===== src/rtl/if_stage.sv =====
// Instruction-fetch stage: owns the PC, issues one outstanding imem request at a time,
// and loads the IF/ID register, holding words across stalls and dropping stale responses.
module if_stage #(
  parameter int               WIDTH     = 32,
  parameter logic [WIDTH-1:0] RESET_PC  = '0,
  parameter logic [WIDTH-1:0] NOP_INSTR = 32'h00000013
) (
  input  logic             i_clk,
  input  logic             i_rst,
  output logic             o_imem_req,
  output logic [WIDTH-1:0] o_imem_addr,
  input  logic             i_imem_ack,
  input  logic [WIDTH-1:0] i_imem_rdata,
  input  logic             i_stall,
  input  logic             i_id_flush,
  input  logic             i_redirect,
  input  logic [WIDTH-1:0] i_redirect_pc,
  output logic [WIDTH-1:0] o_id_instr,
  output logic [WIDTH-1:0] o_id_pc,
  output logic [WIDTH-1:0] o_id_pc_plus4,
  output logic             o_id_valid
);

  typedef enum logic [1:0] {S_IDLE, S_FETCH, S_DISCARD, S_HOLD} state_t;

  localparam logic [WIDTH-1:0] FOUR = WIDTH'(4);

  state_t           state_reg, state_next;
  logic [WIDTH-1:0] pc_reg, pc_next;
  logic [WIDTH-1:0] saved_pc_reg, saved_pc_next;
  logic [WIDTH-1:0] buf_instr_reg, buf_instr_next;
  logic [WIDTH-1:0] buf_pc_reg, buf_pc_next;
  logic [WIDTH-1:0] id_instr_reg, id_pc_reg, id_pc_plus4_reg;
  logic             id_valid_reg;

  logic             id_load, id_bubble;
  logic [WIDTH-1:0] id_src_instr, id_src_pc;
  logic [WIDTH-1:0] pc_plus4, redirect_pc_al;

  assign pc_plus4       = pc_reg + FOUR;
  assign redirect_pc_al = {i_redirect_pc[WIDTH-1:2], 2'b00};

  // Address is the PC itself; the FSM never moves the PC while a request is unacknowledged.
  assign o_imem_req    = ((state_reg == S_FETCH) || (state_reg == S_DISCARD)) && !i_rst;
  assign o_imem_addr   = pc_reg;
  assign o_id_instr    = id_instr_reg;
  assign o_id_pc       = id_pc_reg;
  assign o_id_pc_plus4 = id_pc_plus4_reg;
  assign o_id_valid    = id_valid_reg;

  always_comb begin
    state_next     = state_reg;
    pc_next        = pc_reg;
    saved_pc_next  = saved_pc_reg;
    buf_instr_next = buf_instr_reg;
    buf_pc_next    = buf_pc_reg;
    id_load        = 1'b0;
    id_bubble      = 1'b0;
    id_src_instr   = i_imem_rdata;
    id_src_pc      = pc_reg;
    case (state_reg)
      S_IDLE: begin
        state_next = S_FETCH;
        id_bubble  = !i_stall;
        if (i_redirect) pc_next = redirect_pc_al;
      end
      S_FETCH: begin
        if (i_imem_ack) begin
          if (i_redirect) begin
            pc_next   = redirect_pc_al;
            id_bubble = !i_stall;
          end else if (!i_stall) begin
            id_load = 1'b1;
            pc_next = pc_plus4;
          end else begin
            buf_instr_next = i_imem_rdata;
            buf_pc_next    = pc_reg;
            pc_next        = pc_plus4;
            state_next     = S_HOLD;
          end
        end else if (i_redirect) begin
          // Request stays up at the stale address until memory answers.
          saved_pc_next = redirect_pc_al;
          state_next    = S_DISCARD;
          id_bubble     = !i_stall;
        end else begin
          id_bubble = !i_stall;
        end
      end
      S_DISCARD: begin
        id_bubble = !i_stall;
        if (i_redirect) saved_pc_next = redirect_pc_al;
        if (i_imem_ack) begin
          pc_next    = i_redirect ? redirect_pc_al : saved_pc_reg;
          state_next = S_FETCH;
        end
      end
      S_HOLD: begin
        if (i_redirect) begin
          pc_next    = redirect_pc_al;
          state_next = S_FETCH;
          id_bubble  = !i_stall;
        end else if (!i_stall) begin
          id_load      = 1'b1;
          id_src_instr = buf_instr_reg;
          id_src_pc    = buf_pc_reg;
          state_next   = S_FETCH;
        end
      end
      default: state_next = S_IDLE;
    endcase
  end

  always_ff @(posedge i_clk or posedge i_rst) begin
    if (i_rst) begin
      state_reg     <= S_IDLE;
      pc_reg        <= RESET_PC;
      saved_pc_reg  <= '0;
      buf_instr_reg <= '0;
      buf_pc_reg    <= '0;
    end else begin
      state_reg     <= state_next;
      pc_reg        <= pc_next;
      saved_pc_reg  <= saved_pc_next;
      buf_instr_reg <= buf_instr_next;
      buf_pc_reg    <= buf_pc_next;
    end
  end

  // IF/ID priority: flush, then stall (hold), then load or bubble.
  always_ff @(posedge i_clk or posedge i_rst) begin
    if (i_rst) begin
      id_instr_reg    <= NOP_INSTR;
      id_pc_reg       <= '0;
      id_pc_plus4_reg <= '0;
      id_valid_reg    <= 1'b0;
    end else if (i_id_flush || (id_bubble && !id_load)) begin
      id_instr_reg    <= NOP_INSTR;
      id_pc_reg       <= '0;
      id_pc_plus4_reg <= '0;
      id_valid_reg    <= 1'b0;
    end else if (i_stall) begin
      id_instr_reg    <= id_instr_reg;
    end else if (id_load) begin
      id_instr_reg    <= id_src_instr;
      id_pc_reg       <= id_src_pc;
      id_pc_plus4_reg <= id_src_pc + FOUR;
      id_valid_reg    <= 1'b1;
    end
  end

endmodule


===== config.mk =====
export PLATFORM = sky130hd
export DESIGN_NAME = if_stage
export DESIGN_NICKNAME = d
export VERILOG_FILES = /design/src/rtl/if_stage.sv
export SDC_FILE = /design/constraint.sdc
export NUM_CORES = 1
export LEC_CHECK = 0
export ABC_AREA = 1
export BUFFER_PORTS_ARGS = -buffer_cell sky130_fd_sc_hd__buf_2
export CAP_MARGIN = 20
export CORE_ASPECT_RATIO = 1.5
export CORE_MARGIN = 2
export CORE_UTILIZATION = 45
export CTS_CLUSTER_SIZE = 8
export DETAILED_ROUTE_END_ITERATION = 12
export GPL_TIMING_DRIVEN = 0
export PLACE_DENSITY_LB_ADDON = 0.2
export SYNTH_ARGS = -nofsm -noshare
export SYNTH_HDL_FRONTEND = slang
export SYNTH_SLANG_ARGS = --single-unit

===== constraint.sdc =====
create_clock -name i_clk -period 8.15 [get_ports i_clk]
set_clock_uncertainty 0.1 [all_clocks]
set_input_delay 0 -clock i_clk [delete_from_list [all_inputs] [get_ports i_clk]]
set_output_delay 0 -clock i_clk [all_outputs]
set_load 0.05 [all_outputs]

==> results by group <==
Outcome
  – Status: complete, no violations

Timing
  – Min cycle time layout: 3.42 ns
  – Final setup vio count: 0
  – Period utilization: between 40% and 50%
  – Worst-Margin Slew: about 0.9 ns
  – Slew margin rel.: 40.0%
  – Achievable Freq: 0.292 GHz
  – Fin. max-slew vios: 0
  – Final hold viol count: 0
  – RSZ-0062 raised after global routing: no

Worst setup path
  – Worst setup path category: reg -> reg
  – Slowest cell delay on critical path: 0.67 ns
  – Data arrival, critical path: 3.73 ns
  – CP max stage cell: nor2_1
  – Crit-path max FO: 10
  – CP Capture Type: flip-flop
  – CP Cell Sequence: inv_1, ha_1, inv_1, nor2_1, inv_1, nand2_1, nor2_1, inv_2, clkbuf_1, a221oi_1, a22oi_1, dlygate4sd3_1
  – CP bufs+invs: 6
  – Crit path max-delay family: buffers and inverters
  – WP data required: 8.45 ns
  – R2R Setup Slk: 4.73 ns
  – Critical Path Start Type: flip-flop
  – Crit path top cell by count: inv_1

Die
  – Full die area: 29000 sq um
  – # IOs: 200
  – Initial core utilization: between 40% and 50%
  – Die extent in x: around 140 um
  – Placement Rows: 74
  – Core Area: between 20000 and 30000 sq um
  – Die height: 208 um

Global route
  – Gr ovfl total: 0
  – First-pass GRT wire length: between 60 and 70 mm
  – Vias in the first global route: 12900
  – Initial antenna violation count: 0
  – Pin count of the biggest net entering global routing: between 100 and 150
  – Gr usage total: 29.4%

Clock network
  – Clock buffer depth: 3
  – Clock slew at reported path FFs: 0.05 ns
  – Post-CTS Setup Inserts: 0
  – Htree depth: 2
  – Root Buffer: clkbuf_16
  – Clock sink count: 225
  – Total CTS buffers: 34
  – Worst-Skew Late Latency: 0.52 ns
  – CTS tree: yes
  – Gates resized, CTS repair: 0

Logic synthesis
  – Yosys reg bits: 225
  – Dominant cells by area after synthesis: dfrtp_1 45%, nand2_1 16%, o21ai_0 8.7%
  – Synth top area share: between 40% and 50%
  – Avg Cell Area, Syn: 7.26 sq um
  – Sequential cell area fraction in the yosys report: between 40% and 50%
  – Cell area after synthesis: approximately 12000 sq um
  – Cell accounting for the most synthesized area: dfrtp_1
  – Syn nets: 1788
  – Syn Inst Count: 1712
  – Ys Warns: 0
  – Cell variety after synth: 39

Finish
  – Final Core Density: 56.9%
  – N_diodes: 0
  – Final non-filler cell total: roughly 2400
  – Synthesis-to-finish area growth: 24.5%
  – Layout cells sized above 1: 15.4%
  – Fin area: 15500 sq um
  – NumNets Final: 2089
  – Most frequent cells in the layout: 536 x nand2_1, 222 x dfrtp_1, 217 x buf_2
  – Commonest non-fill, non-tap cell in the layout: nand2_1

Placed design
  – PortBufs: 196
  – DP Area: ~14000 sq um
  – Post-DP HPWL: 32.4 mm
  – Gpl congestion: between 0.9 and 1
  – Placed Cells: around 2300

Route
  – Final antenna-violating net count: 0
  – Drt drc: 0
  – Vias/cell: 5.49
  – Initial DRC Count: 842
  – 1st-pass router iterations: 8
  – Drt wl/cell: 18.3 um
  – Vias post-DR: between 10000 and 15000
  – Total Wirelength: 43.3 mm

Job
  – Max-cap violations: 0

Pwr
  – Pwr dens: 373 nW/um^2
  – Max IR drop VDD: approximately 0.31 mV
  – Lkg Pwr: 7.88 nW

Hold path
  – HP Class: in -> async
-- where the power goes --
group | switching (W) | total (W) | leakage [nW] | internal [W]
Clock | 0.000509 | 0.00126 | 0.447 | 0.000753
Sequential | 0.000298 | 0.00178 | 2.89 | 0.00148
Combinational | 0.00199 | 0.00273 | 4.55 | 0.000738
-- routing by layer --
layer	share of wire, %	GRT usage, %
met5	0	0
met4	6.5	18.4
met3	5.6	4.18
met2	50	51.1
met1	38	33.9
-- area by class of cell --
class / count / area [sq um]
plain buffers: 99 / 477
clock buffers: 41 / 877
clock inverters: 4 / 42.5
fillers: 2654 / 11700
inverters: 158 / 603
multi-input cells: 1230 / 5730
flip-flops and latches: 225 / 5630
well taps: 342 / 428
repair buffers: 265 / 1690
-- kinds of logic (layout without fill, tap and decap cells) --
logic type	after synthesis	in the layout	share of synthesized area [%]
adders and majority gates	6	6	0.604
and+or+nand+nor	871	871	29.0
buffers and inverters	257	567	8.62
xor gates and xnor gates	4	4	0.282
AOI/OAI and AO/OA	349	349	16.2
DFF	225	225	45.3
-- worst min-delay path: stages --
cell	delay (ns)
dlygate4sd3_1	0.53
buf_2	0.15
inv_8	0.51
-- worst paths after layout --
kind,start,end,cells past startpoint
worst max-delay path,state_reg[1]$_DFFE_PP0P_,o_imem_addr[14]$_DFFE_PP0P_,12
worst min-delay path,i_rst,buf_instr_reg[1]$_DFFE_PP0P_,3
worst max register to register,state_reg[1]$_DFFE_PP0P_,o_imem_addr[14]$_DFFE_PP0P_,12
worst min register to register,buf_instr_reg[13]$_DFFE_PP0P_,buf_instr_reg[13]$_DFFE_PP0P_,2
max in group asynchronous,i_rst,buf_instr_reg[22]$_DFFE_PP0P_,4
min in group i_clk,i_id_flush,o_id_pc_plus4[14]$_DFFE_PP0P_,5
-- timing repair --
item	CTS	global route
endpoints found under the setup margin	0	0
endpoints found under the hold margin	253	0
hold buffers	68	0
-- synthesized netlist by cell type, drive strengths merged --
cell type  instances
xor2               4
a31oi             24
a31o              18
o211ai            10
dfstp              3
o41ai              1
o221ai             1
nand3b             4
a21oi             30
a21boi             2
ha                 6
nor2             161
nand2            540
dfrtp            222
clkinv             1
inv              157
clkbuf            60
a32oi              6
a211oi             2
o31ai              2
buf               39
a22oi             11
nor3               7
and3               1
o21ai            222
nand3            141
a221oi            20
nand4             17
-- stage by stage --
stage / hold slack [ns] / TNS [ns] / worst slack, ns / total power (W)
after floorplan: 0.0563 / 0 / 1.89 / 0.00362
after global placement: 0.187 / -224.91 / -1.04 / 0.00440
after detailed placement: 0.109 / 0 / 5.25 / 0.00445
after CTS: 0.106 / 0 / 4.74 / 0.00576
after global routing: 0.177 / 0 / 4.50 / 0.00612
final: 0.0871 / 0 / 4.73 / 0.00577
Note: power is estimated with default switching activity, not from simulation.
